## config.mk

```make
export PLATFORM = sky130hd
export DESIGN_NAME = whack_game_ctrl
export DESIGN_NICKNAME = d
export VERILOG_FILES = /design/src/rtl/game_pkg.sv /design/src/rtl/game_tick_gen.sv /design/src/rtl/whack_game_ctrl.sv
export SDC_FILE = /design/constraint.sdc
export NUM_CORES = 1
export LEC_CHECK = 0
export CORE_MARGIN = 5
export CORE_UTILIZATION = 45
export CTS_BUF_LIST = sky130_fd_sc_hd__clkbuf_16
export CTS_CLUSTER_DIAMETER = 50
export DETAILED_ROUTE_END_ITERATION = 8
export DONT_BUFFER_PORTS = 1
export SLEW_MARGIN = 15
export SYNTH_ARGS = -nofsm -noshare
export SYNTH_HDL_FRONTEND = slang
export SYNTH_SLANG_ARGS = --single-unit
export TNS_END_PERCENT = 50
```

## constraint.sdc

```tcl
create_clock -name clk -period 2.7 [get_ports clk]
set_clock_uncertainty 0.2 [all_clocks]
set_input_delay 0.675 -clock clk [delete_from_list [all_inputs] [get_ports clk]]
set_output_delay 0.675 -clock clk [all_outputs]
set_load 0.005 [all_outputs]
```

## src/rtl/game_pkg.sv

```systemverilog
`timescale 1ns/1ps
`default_nettype none
// ============================================================================
// Module      : game_pkg
// Description : Shared types and default constants for the whack-a-mole
//               round sequencer and its tick prescaler.
// Contents    : game_state_t (IDLE=0, SPAWN=1, MOLE_UP=2, GAP=3, OVER=4)
//               C_DEF_* default tick/round constants
// Revision    : 1.0 - initial release
// ============================================================================
package game_pkg;

  typedef enum logic [2:0] {
    IDLE    = 3'd0,
    SPAWN   = 3'd1,
    MOLE_UP = 3'd2,
    GAP     = 3'd3,
    OVER    = 3'd4
  } game_state_t;

  localparam int C_DEF_CLK_TICK_DIV  = 50_000_000;
  localparam int C_DEF_NUM_HOLES     = 8;
  localparam int C_DEF_ROUND_TICKS   = 60;
  localparam int C_DEF_MOLE_UP_TICKS = 2;
  localparam int C_DEF_GAP_TICKS     = 1;
  localparam int C_DEF_SCORE_WIDTH   = 8;

endpackage : game_pkg
`default_nettype wire

```

## src/rtl/game_tick_gen.sv

```systemverilog
`timescale 1ns/1ps
`default_nettype none
// ============================================================================
// Module      : game_tick_gen
// Description : Game-tick prescaler. Counts enabled clk cycles and emits a
//               one-cycle tick when the count equals CLK_TICK_DIV-1.
// Ports       : clk      - system clock
//               rst_n    - asynchronous active-low reset
//               i_clear  - synchronous clear of the prescaler count
//               i_en     - count enable (game in a PLAY state)
//               o_tick   - one-cycle game tick
// Revision    : 1.0 - initial release
// ============================================================================
module game_tick_gen #(
  parameter int CLK_TICK_DIV = 4
) (
  input  logic clk,
  input  logic rst_n,
  input  logic i_clear,
  input  logic i_en,
  output logic o_tick
);

  localparam int C_CNT_W = (CLK_TICK_DIV > 2) ? $clog2(CLK_TICK_DIV) : 1;
  localparam logic [C_CNT_W-1:0] C_LAST = C_CNT_W'(CLK_TICK_DIV - 1);

  logic [C_CNT_W-1:0] r_cnt;
  logic               w_wrap;

  assign w_wrap = (r_cnt == C_LAST);
  // Tick is decoded from the count so it lands exactly CLK_TICK_DIV enabled
  // cycles after the last clear.
  assign o_tick = i_en & w_wrap;

  always_ff @(posedge clk or negedge rst_n) begin
    if (!rst_n) begin
      r_cnt <= '0;
    end else if (i_clear) begin
      r_cnt <= '0;
    end else if (i_en) begin
      r_cnt <= w_wrap ? '0 : r_cnt + C_CNT_W'(1);
    end
  end

endmodule : game_tick_gen
`default_nettype wire

```

## src/rtl/whack_game_ctrl.sv

```systemverilog
`timescale 1ns/1ps
`default_nettype none
// ============================================================================
// Module      : whack_game_ctrl
// Description : Whack-a-mole round sequencer. Starts and times a round,
//               spawns one mole at a time at a pseudo-random hole and
//               qualifies debounced presses into hits and misses.
// Ports       : clk            - system clock
//               rst_n          - asynchronous active-low reset
//               i_start        - one-cycle start/restart pulse
//               i_btn_pulse    - one-cycle debounced press per hole
//               i_lfsr_hole    - random hole index, sampled in SPAWN
//               o_mole_mask    - one-hot active mole, or 0
//               o_score_clear  - one-cycle clear to score counter
//               o_score_enable - score counter enable (combinational)
//               o_hit_pulse    - one-cycle valid hit
//               o_miss_count   - wrong-hole presses this round (saturating)
//               o_time_left    - remaining round ticks
//               o_game_over    - high in OVER
//               i_score        - current score (GAME_HIGH_SCORE_EN only)
//               o_high_score   - best score since reset (GAME_HIGH_SCORE_EN)
// Options     : GAME_HIGH_SCORE_EN - adds the score/high_score ports and the
//               high-score register.
// Revision    : 1.0 - initial release
// ============================================================================
module whack_game_ctrl
  import game_pkg::*;
#(
  parameter int CLK_TICK_DIV  = C_DEF_CLK_TICK_DIV,
  parameter int NUM_HOLES     = C_DEF_NUM_HOLES,
  parameter int ROUND_TICKS   = C_DEF_ROUND_TICKS,
  parameter int MOLE_UP_TICKS = C_DEF_MOLE_UP_TICKS,
  parameter int GAP_TICKS     = C_DEF_GAP_TICKS
`ifdef GAME_HIGH_SCORE_EN
  ,
  parameter int WIDTH         = C_DEF_SCORE_WIDTH
`endif
) (
  input  logic                         clk,
  input  logic                         rst_n,
  input  logic                         i_start,
  input  logic [NUM_HOLES-1:0]         i_btn_pulse,
  input  logic [$clog2(NUM_HOLES)-1:0] i_lfsr_hole,
  output logic [NUM_HOLES-1:0]         o_mole_mask,
  output logic                         o_score_clear,
  output logic                         o_score_enable,
  output logic                         o_hit_pulse,
  output logic [7:0]                   o_miss_count,
  output logic [7:0]                   o_time_left,
  output logic                         o_game_over
`ifdef GAME_HIGH_SCORE_EN
  ,
  input  logic [WIDTH-1:0]             i_score,
  output logic [WIDTH-1:0]             o_high_score
`endif
);

  localparam int C_UP_W  = $clog2(MOLE_UP_TICKS + 1);
  localparam int C_GAP_W = $clog2(GAP_TICKS + 1);
  localparam logic [NUM_HOLES-1:0] C_ONE_HOLE = {{(NUM_HOLES-1){1'b0}}, 1'b1};

  game_state_t          r_state;
  game_state_t          w_state_nxt;
  logic [NUM_HOLES-1:0] r_mole_mask,  w_mole_mask_nxt;
  logic                 r_score_clear, w_score_clear_nxt;
  logic                 r_hit_pulse,  w_hit_pulse_nxt;
  logic [7:0]           r_miss_count, w_miss_count_nxt;
  logic [7:0]           r_time_left,  w_time_left_nxt;
  logic                 r_game_over,  w_game_over_nxt;
  logic [C_UP_W-1:0]    r_up_cnt,     w_up_cnt_nxt;
  logic [C_GAP_W-1:0]   r_gap_cnt,    w_gap_cnt_nxt;

  logic w_play;
  logic w_tick;
  logic w_tick_clr;
  logic w_hit;
  logic w_miss;
  logic w_last_tick;

  // --------------------------------------------------------------------------
  // Tick prescaler: runs only while a round is in play, restarted on start.
  // --------------------------------------------------------------------------
  game_tick_gen #(
    .CLK_TICK_DIV (CLK_TICK_DIV)
  ) u_tick_gen (
    .clk     (clk),
    .rst_n   (rst_n),
    .i_clear (w_tick_clr),
    .i_en    (w_play),
    .o_tick  (w_tick)
  );

  assign w_play = (r_state == SPAWN) || (r_state == MOLE_UP) || (r_state == GAP);
  assign w_hit  = (r_state == MOLE_UP) && (|(i_btn_pulse & r_mole_mask));
  // A press that includes the mole hole is a hit only, even with other holes.
  assign w_miss = w_play && (|i_btn_pulse) && !w_hit;
  // The round ends on the tick that takes time_left from 1 to 0.
  assign w_last_tick = w_play && w_tick && (r_time_left == 8'd1);

  // --------------------------------------------------------------------------
  // State register and registered outputs
  // --------------------------------------------------------------------------
  always_ff @(posedge clk or negedge rst_n) begin
    if (!rst_n) begin
      r_state       <= IDLE;
      r_mole_mask   <= '0;
      r_score_clear <= 1'b0;
      r_hit_pulse   <= 1'b0;
      r_miss_count  <= '0;
      r_time_left   <= '0;
      r_game_over   <= 1'b0;
      r_up_cnt      <= '0;
      r_gap_cnt     <= '0;
    end else begin
      r_state       <= w_state_nxt;
      r_mole_mask   <= w_mole_mask_nxt;
      r_score_clear <= w_score_clear_nxt;
      r_hit_pulse   <= w_hit_pulse_nxt;
      r_miss_count  <= w_miss_count_nxt;
      r_time_left   <= w_time_left_nxt;
      r_game_over   <= w_game_over_nxt;
      r_up_cnt      <= w_up_cnt_nxt;
      r_gap_cnt     <= w_gap_cnt_nxt;
    end
  end

  // --------------------------------------------------------------------------
  // Next-state and next-output logic
  // --------------------------------------------------------------------------
  always_comb begin
    w_state_nxt       = r_state;
    w_mole_mask_nxt   = r_mole_mask;
    w_score_clear_nxt = 1'b0;
    w_hit_pulse_nxt   = 1'b0;
    w_miss_count_nxt  = r_miss_count;
    w_time_left_nxt   = r_time_left;
    w_game_over_nxt   = r_game_over;
    w_up_cnt_nxt      = r_up_cnt;
    w_gap_cnt_nxt     = r_gap_cnt;
    w_tick_clr        = 1'b0;

    if (w_miss && (r_miss_count != 8'hFF)) begin
      w_miss_count_nxt = r_miss_count + 8'd1;
    end

    if (w_play && w_tick) begin
      w_time_left_nxt = r_time_left - 8'd1;
    end

    case (r_state)
      IDLE, OVER: begin
        if (i_start) begin
          w_state_nxt       = SPAWN;
          w_score_clear_nxt = 1'b1;
          w_time_left_nxt   = 8'(ROUND_TICKS);
          w_miss_count_nxt  = '0;
          w_game_over_nxt   = 1'b0;
          w_mole_mask_nxt   = '0;
          w_tick_clr        = 1'b1;
        end
      end

      SPAWN: begin
        w_mole_mask_nxt = C_ONE_HOLE << i_lfsr_hole;
        w_up_cnt_nxt    = C_UP_W'(MOLE_UP_TICKS);
        w_state_nxt     = MOLE_UP;
      end

      MOLE_UP: begin
        if (w_hit) begin
          w_hit_pulse_nxt = 1'b1;
          w_mole_mask_nxt = '0;
          w_gap_cnt_nxt   = C_GAP_W'(GAP_TICKS);
          w_state_nxt     = GAP;
        end else if (w_tick) begin
          // Timeout retires the mole without counting a miss.
          if (r_up_cnt == C_UP_W'(1)) begin
            w_mole_mask_nxt = '0;
            w_gap_cnt_nxt   = C_GAP_W'(GAP_TICKS);
            w_state_nxt     = GAP;
          end else begin
            w_up_cnt_nxt = r_up_cnt - C_UP_W'(1);
          end
        end
      end

      GAP: begin
        if (w_tick) begin
          if (r_gap_cnt == C_GAP_W'(1)) begin
            w_state_nxt = SPAWN;
          end else begin
            w_gap_cnt_nxt = r_gap_cnt - C_GAP_W'(1);
          end
        end
      end

      default: begin
        w_state_nxt = IDLE;
      end
    endcase

    // End of round overrides any PLAY transition; a hit decoded in the same
    // cycle keeps its hit_pulse.
    if (w_last_tick) begin
      w_state_nxt     = OVER;
      w_mole_mask_nxt = '0;
      w_game_over_nxt = 1'b1;
    end
  end

  assign o_mole_mask    = r_mole_mask;
  assign o_score_clear  = r_score_clear;
  assign o_hit_pulse    = r_hit_pulse;
  assign o_miss_count   = r_miss_count;
  assign o_time_left    = r_time_left;
  assign o_game_over    = r_game_over;
  assign o_score_enable = w_play | r_hit_pulse;

`ifdef GAME_HIGH_SCORE_EN
  // --------------------------------------------------------------------------
  // High score: sampled on the edge that enters OVER, cleared only by reset.
  // --------------------------------------------------------------------------
  logic [WIDTH-1:0] r_high_score;

  always_ff @(posedge clk or negedge rst_n) begin
    if (!rst_n) begin
      r_high_score <= '0;
    end else if (w_last_tick && (i_score > r_high_score)) begin
      r_high_score <= i_score;
    end
  end

  assign o_high_score = r_high_score;
`endif

endmodule : whack_game_ctrl
`default_nettype wire

```

### Yosys cells after proc, flatten, opt, wreduce, memory -nomap -nowiden

Cells that the tools add are included.

| operators by class | value |
|---|---|
| shift operators | 1 |
| bitwise operators | 3 |
| $add $sub $neg | 5 |
| reductions and logical operators | 24 |
| equality and inequality tests | 19 |
| muxes and demuxes | 40 |

Operators with widths:

| cell | count |
|---|---|
| $mux 8 | 11 |
| $mux 26 | 3 |
| $add 26x1->26 const B | 1 |
| $eq 26x26->1 const B | 1 |
| $pmux 8 s3 | 1 |
| $mux 3 | 7 |
| $reduce_or 8->1 | 2 |
| $mux 1 | 12 |
| $ne 3x3->1 const B | 4 |
| $pmux 3 s4 | 1 |
| $reduce_and 4->1 | 3 |
| $reduce_bool 2->1 | 5 |
| $add 8x1->8 const B | 1 |
| $and 8x8->8 | 1 |
| $eq 8x1->1 const B | 1 |
| $ne 2x2->1 const B | 4 |
| $ne 8x8->1 const B | 1 |
| $shl 1x3->8 const A | 1 |
| $sub 8x1->8 const B | 1 |
| $eq 3x2->1 const B | 2 |
| $logic_and 1x1->1 | 6 |
| $mux 2 | 3 |
| $reduce_and 5->1 | 1 |
| $ne 4x3->1 const B | 1 |
| 17 further kinds | 18 |

| word-level totals | value |
|---|---|
| output and inout port bits | 28 |
| input port bits | 14 |
| bits in registers | 59 |

### Longest topological paths before layout

Gate-level depths: netlist (run 1).

| depth | value |
|---|---|
| depth after elaboration | 9 |
| gate-level depth with buffers | 7 |
| gate-level depth less buffers | 6 |

### Modules after synthesis

Synthesis (run 1) repeated with hierarchy kept, for this count alone.

| unflattened totals | value |
|---|---|
| cell total of the unflattened synthesis | 365 |
| area total of the unflattened synthesis | 3370.7 µm² |

By module, submodules not included:

| module | times used | area an instance (µm²) | sequential area each (µm²) | cells an instance |
|---|---|---|---|---|
| whack_game_ctrl | 1 | 1819.2 | 825.8 | 192 |
| game_tick_gen | 1 | 1551.5 | 650.6 | 173 |

### Least setup slack after synthesis (run 1)

OpenSTA, ideal clock, no wires.

| path | value |
|---|---|
| path type | reg2reg |
| start point | reg u_tick_gen.r_cnt[7] |
| end point | reg r_time_left[5], in the netlist o_time_left[5] |
| slack | 0.411 ns |
| cell stages (with the launch flop) | 6 |
| data arrival time | 1.952 ns |
| path buffers | 0 |
| path through | dfrtp_1 -> or4b_4 -> or4_4 -> nor4_4 -> and3_1 -> o21ai_1 |

| on the way | value |
|---|---|
| word-level cells in the longest chain between the ends | 6 |

RTL lines:

| item | line | source |
|---|---|---|
| start, declared | game_tick_gen.sv:27 | `logic [C_CNT_W-1:0] r_cnt;` |
| start signal, assigned | game_tick_gen.sv:41 | `r_cnt <= w_wrap ? '0 : r_cnt + C_CNT_W'(1);` |
| $eq 26x26->1 (*) | game_tick_gen.sv:30 | `assign w_wrap = (r_cnt == C_LAST);` |
| $and 1x1->1 (*) | game_tick_gen.sv:33 | `assign o_tick = i_en & w_wrap;` |
| $logic_and 1x1->1 (*) | whack_game_ctrl.sv:146 | `if (w_play && w_tick) begin` |
| $mux 8 (*) | whack_game_ctrl.sv:146 |  |
| $mux 8 | whack_game_ctrl.sv:152 | `if (i_start) begin` |
| $mux 8 (*) | whack_game_ctrl.sv:150 | `case (r_state)` |
| net w_time_left_nxt[5] | whack_game_ctrl.sv:68 | `logic [7:0] r_time_left, w_time_left_nxt;` |
| end signal, assigned | whack_game_ctrl.sv:120 | `r_time_left <= w_time_left_nxt;` |
| end, declared | whack_game_ctrl.sv:68 |  |

Mark *: on every way through the listed nets, which the timed path passes. The rest lies on a longest branch.
A chain may end at the register's enable or synchronous reset.

### Worst setup path in the final report (run 1)

| path | value |
|---|---|
| start point | reg u_tick_gen.r_cnt[7] |
| end point | reg u_tick_gen.r_cnt[20] |

| on the way | value |
|---|---|
| word-level cells in the longest chain between the ends | 4 |

RTL lines:

| item | line | source |
|---|---|---|
| $add 26x1->26 or $eq 26x26->1 (tied branches) | game_tick_gen.sv:41, game_tick_gen.sv:30 |  |
| $mux 26 (*) | game_tick_gen.sv:41 |  |
| $mux 26 (*) | game_tick_gen.sv:40 | `end else if (i_en) begin` |
| $mux 26 (*) | game_tick_gen.sv:38 | `end else if (i_clear) begin` |

Every way passes the cells marked *; elsewhere a longest branch is shown, timed or not. The select of a mux whose other input is x is not followed.

==> flow_summary.toml, run 1 <==
[die]
die_w_um = 97.2
placementRows = 31
coreArea_um2 = 7330
floorplan.initialDensity_pct = 46.7
pin_count = 42
die_y_um = 97.2
die_area_um2 = 9440

[worst_setup_path]
path_class = "flip-flop to flip-flop"
critPathCaptureType = "flip-flop"
cp.arrival_ps = 2480
crit_path_start_kind = "flip-flop"
path_max_fanout = 11
cp.required_ps = 2710

[placement]
dp_hpwl_um = 6130
placed_area_um2 = 3600
portBuffers = 0
gp_congestion = 0.868
place_inst = 483

[timing]
fmax_ghz = 0.406
min_period_ps = 2460
fin_crit_sh_pct = 91.1
setup_viol = 0
slew_headroom_pct = 40.2
maxSlewViolCount = 0
timing_hold_violations_final = 4
fin_setup_tns_ps = 0
hold_slack_ps = -6.14
tightest_slew_ps = 892
rsz0062_at_grt = "no"

[synth]
synth_warnings = 0
ys.flop_type = "dfrtp_1"
synth_nets = 401
yosysSeqAreaShare_pct = 43.2
synth_cells = 382
yosysTopAreaCell = "dfrtp_1"
synth_xor_xnor_area_share_pct = 3.33
synthTopCellsByCount = "dfrtp_1 (59), nand2_1 (49), nor2_1 (26)"
ys_ff_latch = 59
synth_compound_area_share_pct = 15.3
avgSynthCellArea_um2 = 8.95
yosysMostFrequentCell = "dfrtp_1"
synth_top_area_share_pct = 43.2
synthSimpleGateAreaFrac_pct = 31.0
synth_area_leaders = "dfrtp_1 (43%), nand2_1 (5.4%), a21oi_1 (3.5%), nand3_1 (3.5%), nor2_1 (2.9%)"
synth_edf_count = 0
synth.area.mux_share_pct = 2.63
syn-cell-area_um2 = 3420
ys_async_sr_fraction_pct = 100
synthAdderAreaFrac_pct = 1.83
synth_cell_types = 59
synth_top_family_by_area = "simple AND/OR/NAND/NOR gates"

[grt]
grt_pass1_wl_um = 14800
use_met1_pct = 24.7
grt-busiest-layer = "met2"
grt_pass1_vias = 2921
antenna_found_initial = 0
grt_use_met3_pct = 4.88
grt.overflow.total = 0
met2_usage_pct = 30.8
grt.total_usage_pct = 19.2
grt_max_degree = 60

[clocking]
worstSkewPairLatency_ps = 330
numCtsBuffers = 9
cts_tree = "done"
path_clk_slew_ps = 50
h-tree-depth = 3
clk_path_buf_depth = 2
cts.sinks = 59
cts-root-buf = "clkbuf_16"

[route]
drt_wl_total_um = 8520
drc_errors = 0
num_vias = 2990
wl_per_cell_um = 17.0
routed_via_density = 5.98
drt-initial-drc-count = 139
ant_nets = 0
drt-pass1-iter-count = 5

[power]
cellPowerDensity_nw_per_um2 = 606
power.total_w = 0.00236
peakVddDrop_uv = 332
p_leak_nw = 1.71

[hold_path]
worstHoldPathType = "primary input to asynchronous set/reset pin"

[cells_and_area]
diodes = 0
stdcell_count = 500
area_growth_pct = 13.8
fillCellCount = 669
design_area_um2 = 3890
nNetsFinal = 415
drive_gt1_share_pct = 10.7

[run]
cap_violations = 0

[outcome]
failed_checks = "negative hold slack"
status = "complete, but fails checks"
==> worst paths after layout <==
path | from | end | slack [ps] | depth (start not counted)
min | rst_n | o_mole_mask[1]$_DFFE_PN0P_ | -6 | 1
max reg2reg | u_tick_gen.r_cnt[7]$_DFFE_PN0P_ | u_tick_gen.r_cnt[20]$_DFFE_PN0P_ | 240 | 5
min in group clk | r_gap_cnt$_DFFE_PN0P_ | r_gap_cnt$_DFFE_PN0P_ | 280 | 1
min reg2reg | r_gap_cnt$_DFFE_PN0P_ | r_gap_cnt$_DFFE_PN0P_ | 280 | 1
max in group asynchronous | rst_n | u_tick_gen.r_cnt[8]$_DFFE_PN0P_ | 2020 | 1
max | u_tick_gen.r_cnt[7]$_DFFE_PN0P_ | u_tick_gen.r_cnt[20]$_DFFE_PN0P_ | 240 | 5
==> power by group <==
group | total (W) | internal, W | switching, W
combinational | 0.000302 | 0.000144 | 0.000158
clock | 0.000998 | 0.000606 | 0.000392
sequential | 0.00106 | 0.000950 | 0.000109
==> sequential cells by signal (all words and copies together), names as in the netlist <==
register / flops
o_score_clear: 1
r_gap_cnt: 1
r_up_cnt: 2
o_mole_mask: 8
r_state: 3
o_miss_count: 8
o_time_left: 8
u_tick_gen.r_cnt: 26
o_hit_pulse: 1
o_game_over: 1
==> timing repair <==
action	CTS	global route
endpoints found under the hold margin	59	0
setup buffers	0	0
gates resized for setup	0	0
hold buffers	1	0
==> cells in the final DEF, fill, tap and decap left out, drive strengths merged, types with 11 or more instances in the layout <==
master   n
a21oi   24
a31oi   14
buf     15
dfrtp   59
inv     14
nand2   49
nand3   25
nand4   11
nor2    27
nor3    20
o21ai   17
==> area by class of cell <==
| class | instances | area, um^2 | area share, % |
|---|---|---|---|
| inverters | 13 | 48.8 | 1.25 |
| flip-flops and latches | 59 | 1480 | 37.9 |
| clock buffers | 9 | 225 | 5.79 |
| repair buffers | 15 | 133 | 3.41 |
| clock inverters | 7 | 36.3 | 0.932 |
| well taps | 99 | 124 | 3.18 |
| multi-input cells | 298 | 1850 | 47.5 |
==> critical path, cell delays in order (launching register included) <==
cell	delay, ps
dfrtp_1	450
or4b_4	550
nor3_2	290
a31oi_1	380
a32o_1	340
a21o_1	140
==> logic make-up after synthesis <==
group | after synthesis
buffers and inverters | 25
XOR/XNOR | 13
multiplexers | 9
AND/OR/NAND/NOR | 190
flip-flops | 59
AO/OA/AOI/OAI | 81
adder cells (fa/ha/maj) | 5
==> per-stage QoR <==
stage	worst slack, ps	utilization (%)
floorplan	411	-
global placement	293	49.1
detailed placement	264	49.1
CTS	262	53.1
global route	58.2	53.1
finish	240	53.1
==> metal layers <==
layer / wire length, um / vias up
met4: 148 / 0
met2: 4170 / 81
met5: 0 / -
met3: 487 / 13
li1: - / 1437
met1: 3720 / 1459
Note: power is estimated with default switching activity, not from simulation.
==> run 2: changes to the inputs <==
--- a/config.mk
+++ b/config.mk
@@ -6,11 +6,12 @@
 export NUM_CORES = 1
 export LEC_CHECK = 0
 export CORE_MARGIN = 5
-export CORE_UTILIZATION = 45
+export CORE_UTILIZATION = 60
 export CTS_BUF_LIST = sky130_fd_sc_hd__clkbuf_16
 export CTS_CLUSTER_DIAMETER = 50
 export DETAILED_ROUTE_END_ITERATION = 8
 export DONT_BUFFER_PORTS = 1
+export PLACE_DENSITY = 0.76
 export SLEW_MARGIN = 15
 export SYNTH_ARGS = -nofsm -noshare
 export SYNTH_HDL_FRONTEND = slang
==> flow_summary.toml, run 2 (same netlist as run 1, synthesis figures left out) <==
[grt]
grt_pass1_wl_um = 14200
grt_max_degree = 60
antenna_found_initial = 0
grt_pass1_vias = 2974
grt.total_usage_pct = 24.5
grt.overflow.total = 0

[die]
placementRows = 27
coreArea_um2 = 5540
floorplan.initialDensity_pct = 61.7
die_y_um = 85.5
die_w_um = 85.5
pin_count = 42
die_area_um2 = 7310

[worst_setup_path]
path_class = "flip-flop to flip-flop"
critPathCaptureType = "flip-flop"
path_max_fanout = 6
r2r_slack_ps = 200
cp.arrival_ps = 2510
cp.required_ps = 2710
crit_path_start_kind = "flip-flop"

[route]
wl_per_cell_um = 17.9
routed_via_density = 6.56
drt-initial-drc-count = 209
drt-pass1-iter-count = 5
drc_errors = 0
num_vias = 3116
ant_nets = 0
drt_wl_total_um = 8490

[clocking]
post_cts_resized = 0
worstSkewPairLatency_ps = 330
clk_path_buf_depth = 2
cts.sinks = 59
h-tree-depth = 3
numCtsBuffers = 9
cts_tree = "done"
cts-root-buf = "clkbuf_16"
path_clk_slew_ps = 60

[timing]
min_period_ps = 2500
setup_viol = 0
maxSlewViolCount = 0
rsz0062_at_grt = "no"
fmax_ghz = 0.400
slew_headroom_pct = 48.3
timing_hold_violations_final = 0
tightest_slew_ps = 774
hold_slack_ps = 17.1
fin_setup_tns_ps = 0
fin_crit_sh_pct = 92.6

[cells_and_area]
largest_reg_flops = 26
top_register = "u_tick_gen.r_cnt"
diodes = 0
area_growth_pct = 14.9
drive_gt1_share_pct = 11.9
final_common_cell = "dfrtp_1"
nNetsFinal = 417
design_area_um2 = 3930
stdcell_count = 475
final_cell_mix = "dfrtp_1 (59), nand2_1 (49), nor2_1 (26)"
fillCellCount = 440

[placement]
dp_hpwl_um = 5930
portBuffers = 0
placed_area_um2 = 3580
place_inst = 458
gp_congestion = 0.901

[power]
p_leak_nw = 1.74
peakVddDrop_uv = 475
cellPowerDensity_nw_per_um2 = 659

[outcome]
status = "completed"

[hold_path]
worstHoldPathType = "primary input to asynchronous set/reset pin"

[run]
cap_violations = 0
-- run 2: cell types whose count changed in the layout (fill, tap and decap cells not counted), sizes merged --
cell      change
buf           +2
bufinv        +2
clkinv        -2
clkinvlp      +1
inv           -1
-- run 2: timing repair --
item | 4_1_cts | 5_1_grt
hold buffers | 1 | 0
hold endpoints to repair | 59 | 0
buffers inserted | 0 | 0
-- run 2: power breakdown --
part | internal, W | switching [W] | total [W]
registers | 0.000950 | 0.000113 | 0.00106
logic | 0.000150 | 0.000166 | 0.000315
clock network | 0.000803 | 0.000406 | 0.00121
-- run 2: layer usage --
layer / GRT usage [%] / routed length [um] / part of all wire (%) / vias up
li1: - / - / - / 1456
met1: 29.3 / 3470 / 41 / 1512
met2: 42.3 / 4280 / 50 / 130
met3: 4.51 / 562 / 6.6 / 18
met4: 11.7 / 178 / 2.1 / 0
met5: 0 / 0 / 0 / -
-- run 2: through the flow --
stage,power [W],util [%],worst slack [ps]
after floorplan,0.00128,-,411
after global placement,0.00135,64.7,271
after detailed placement,0.00136,64.7,241
after CTS,0.00260,70.9,227
after global routing,0.00270,70.9,72.5
final,0.00259,70.9,199
-- run 2: cell type report --
type | count | area, um^2 | share of cell area (%)
timing repair buffer | 17 | 148 | 3.76
multi-input combinational | 298 | 1850 | 47.0
tap | 72 | 90.1 | 2.29
sequential | 59 | 1480 | 37.6
inverter | 13 | 48.8 | 1.24
clock inverter | 7 | 92.6 | 2.36
clock buffer | 9 | 225 | 5.73
-- run 2: worst paths after layout --
check,cells past startpoint,start,end
max in group asynchronous,1,rst_n,u_tick_gen.r_cnt[24]$_DFFE_PN0P_
hold reg to reg,1,r_gap_cnt$_DFFE_PN0P_,r_gap_cnt$_DFFE_PN0P_
setup reg to reg,5,u_tick_gen.r_cnt[10]$_DFFE_PN0P_,o_time_left[2]$_DFF_PN0_
setup / recovery,5,u_tick_gen.r_cnt[10]$_DFFE_PN0P_,o_time_left[2]$_DFF_PN0_
hold / removal,1,rst_n,u_tick_gen.r_cnt[12]$_DFFE_PN0P_
min in group clk,1,r_gap_cnt$_DFFE_PN0P_,r_gap_cnt$_DFFE_PN0P_
-- run 2: critical path, stage by stage (launching register included) --
cell and delay (ps):
dfrtp_1 420, or4_1 600, nor3_2 290, nand4_1 310, o21ai_1 200, or3b_1 350
==> run 3: changes to the inputs <==
--- a/config.mk
+++ b/config.mk
@@ -6,12 +6,12 @@
 export NUM_CORES = 1
 export LEC_CHECK = 0
 export CORE_MARGIN = 5
-export CORE_UTILIZATION = 60
+export CORE_UTILIZATION = 62
 export CTS_BUF_LIST = sky130_fd_sc_hd__clkbuf_16
 export CTS_CLUSTER_DIAMETER = 50
 export DETAILED_ROUTE_END_ITERATION = 8
 export DONT_BUFFER_PORTS = 1
-export PLACE_DENSITY = 0.76
+export PLACE_DENSITY = 0.78
 export SLEW_MARGIN = 15
 export SYNTH_ARGS = -nofsm -noshare
 export SYNTH_HDL_FRONTEND = slang
==> constraint.sdc (replaced) <==
create_clock -name clk -period 2.7 [get_ports clk]
set_clock_uncertainty 0.2 [all_clocks]
set_input_delay 0.675 -clock clk [delete_from_list [all_inputs] [get_ports clk]]
set_output_delay 0.675 -clock clk [all_outputs]
set_load 0.02 [all_outputs]
==> flow_summary.toml, run 3 (same netlist as run 1, synthesis figures left out) <==
[outcome]
status = "completed"

[timing]
slew_headroom_pct = 55.9
setup_ws_ps = 205
maxSlewViolCount = 0
min_period_ps = 2500
rsz0062_at_grt = "no"
timing_hold_violations_final = 0
fin_crit_sh_pct = 92.4
fmax_ghz = 0.401
fin_setup_tns_ps = 0
tightest_slew_ps = 660
setup_viol = 0

[power]
p_leak_nw = 1.69
cellPowerDensity_nw_per_um2 = 633
peakVddDrop_uv = 386

[grt]
grt_max_degree = 60
grt.overflow.total = 0
antenna_found_initial = 0
grt.total_usage_pct = 24.6
grt_pass1_wl_um = 14300
grt_pass1_vias = 2863

[cells_and_area]
largest_reg_flops = 26
area_growth_pct = 12.3
ff_latch_area_um2 = 1480
multi_input_area_um2 = 1850
top_register = "u_tick_gen.r_cnt"
stdcell_count = 470
drive_gt1_share_pct = 10.6
nNetsFinal = 413
diodes = 0
fillCellCount = 426
final_common_cell = "dfrtp_1"
final_cell_mix = "dfrtp_1 (59), nand2_1 (49), nor2_1 (26)"
design_area_um2 = 3840

[placement]
place_inst = 454
placed_area_um2 = 3550
portBuffers = 0
place_ws_ps = 254
gp_congestion = 0.965
dp_hpwl_um = 5770

[worst_setup_path]
crit_path_end = "o_time_left[2]$_DFF_PN0_"
cp.required_ps = 2700
setup.worst_path.start = "u_tick_gen.r_cnt[10]$_DFFE_PN0P_"
reg2reg_depth = 5
path_max_fanout = 6
path_cells = "or4_1 -> nor3_2 -> nand4_1 -> o21ai_1 -> or3b_1"
timing.rr.start = "u_tick_gen.r_cnt[10]$_DFFE_PN0P_"
r2r_slack_ps = 200
critPathCaptureType = "flip-flop"
crit_path_start_kind = "flip-flop"
path_class = "flip-flop to flip-flop"
rr_endpoint = "o_time_left[2]$_DFF_PN0_"
cp.arrival_ps = 2500
worst_path_max_delay_cell = "or4_1"
cpPeakStageDelay_ps = 580

[clocking]
cts.sinks = 59
cts-root-buf = "clkbuf_16"
worstSkewPairLatency_ps = 330
cts_setup_buffers = 0
cts_tree = "done"
clk_path_buf_depth = 2
h-tree-depth = 3
path_clk_slew_ps = 50
numCtsBuffers = 9

[route]
wl_met1_um = 3610
ant_nets = 0
num_vias = 3010
routed_via_density = 6.40
routed-wl-met3_um = 574
top_layer_used = "met4"
wl_per_cell_um = 17.6
wl_met2_um = 3970
drc_errors = 0
drt_wl_total_um = 8280
drt-pass1-iter-count = 7
drt-initial-drc-count = 222

[die]
die_w_um = 84.3
coreArea_um2 = 5440
floorplan.initialDensity_pct = 62.9
die_y_um = 84.3
pin_count = 42
die_area_um2 = 7100
placementRows = 27

[run]
cap_violations = 0

[hold_path]
worstHoldPathType = "primary input to asynchronous set/reset pin"
## run 3: through the flow
| stage | util (%) | total power, W | hold WS, ps |
|---|---|---|---|
| 2_1_floorplan | - | 0.00134 | 179 |
| 3_3_place_gp | 65.3 | 0.00141 | 181 |
| 3_5_place_dp | 65.3 | 0.00143 | 181 |
| 4_1_cts | 70.6 | 0.00244 | 26.1 |
| 5_1_grt | 70.6 | 0.00256 | 35.0 |
| 6_report | 70.6 | 0.00243 | 14.0 |
## run 3: how the worst min path moves through the flow
stage / slack, ps / startpoint / to
floorplan: 180 / rst_n / o_game_over$_DFFE_PN0P_
global placement: 180 / rst_n / o_mole_mask[0]$_DFFE_PN0P_
detailed placement: 180 / rst_n / o_mole_mask[1]$_DFFE_PN0P_
CTS: 30 / rst_n / o_mole_mask[1]$_DFFE_PN0P_
global route: 30 / rst_n / o_mole_mask[3]$_DFFE_PN0P_
finish: 10 / rst_n / o_mole_mask[1]$_DFFE_PN0P_
## run 3: area by class of cell
type                       count  share of cell area (%)
clock buffer                   9                    5.87
clock inverter                 6                   0.880
inverter                      13                    1.27
multi-input combinational    298                    48.1
sequential                    59                    38.4
tap                           72                    2.35
timing repair buffer          13                    3.06
## run 3: repair_timing
action,in CTS,in global routing
endpoints found under the hold margin,59,0
gates resized for setup,0,0
hold buffers,1,0
## run 3: per-layer routing
metal	global-route usage, %	vias up
met2	38.4	110
met1	33.2	1446
met4	8.63	0
met3	6.48	15
met5	0	-
li1	-	1439
## run 3: worst max-delay path, delay by kind of cell (launching register included)
family / cells / cell delay (ps)
AND/OR/NAND/NOR: 4 / 1510
flip-flops: 1 / 420
AO/OA/AOI/OAI: 1 / 240
## run 3: report_power, final
group | total, W | leakage (nW) | internal (W) | switching, W
combinational | 0.000309 | 0.880 | 0.000144 | 0.000165
sequential | 0.00113 | 0.690 | 0.000949 | 0.000179
clock | 0.000993 | 0.124 | 0.000605 | 0.000388
total | 0.00243 | 1.69 | 0.00170 | 0.000732
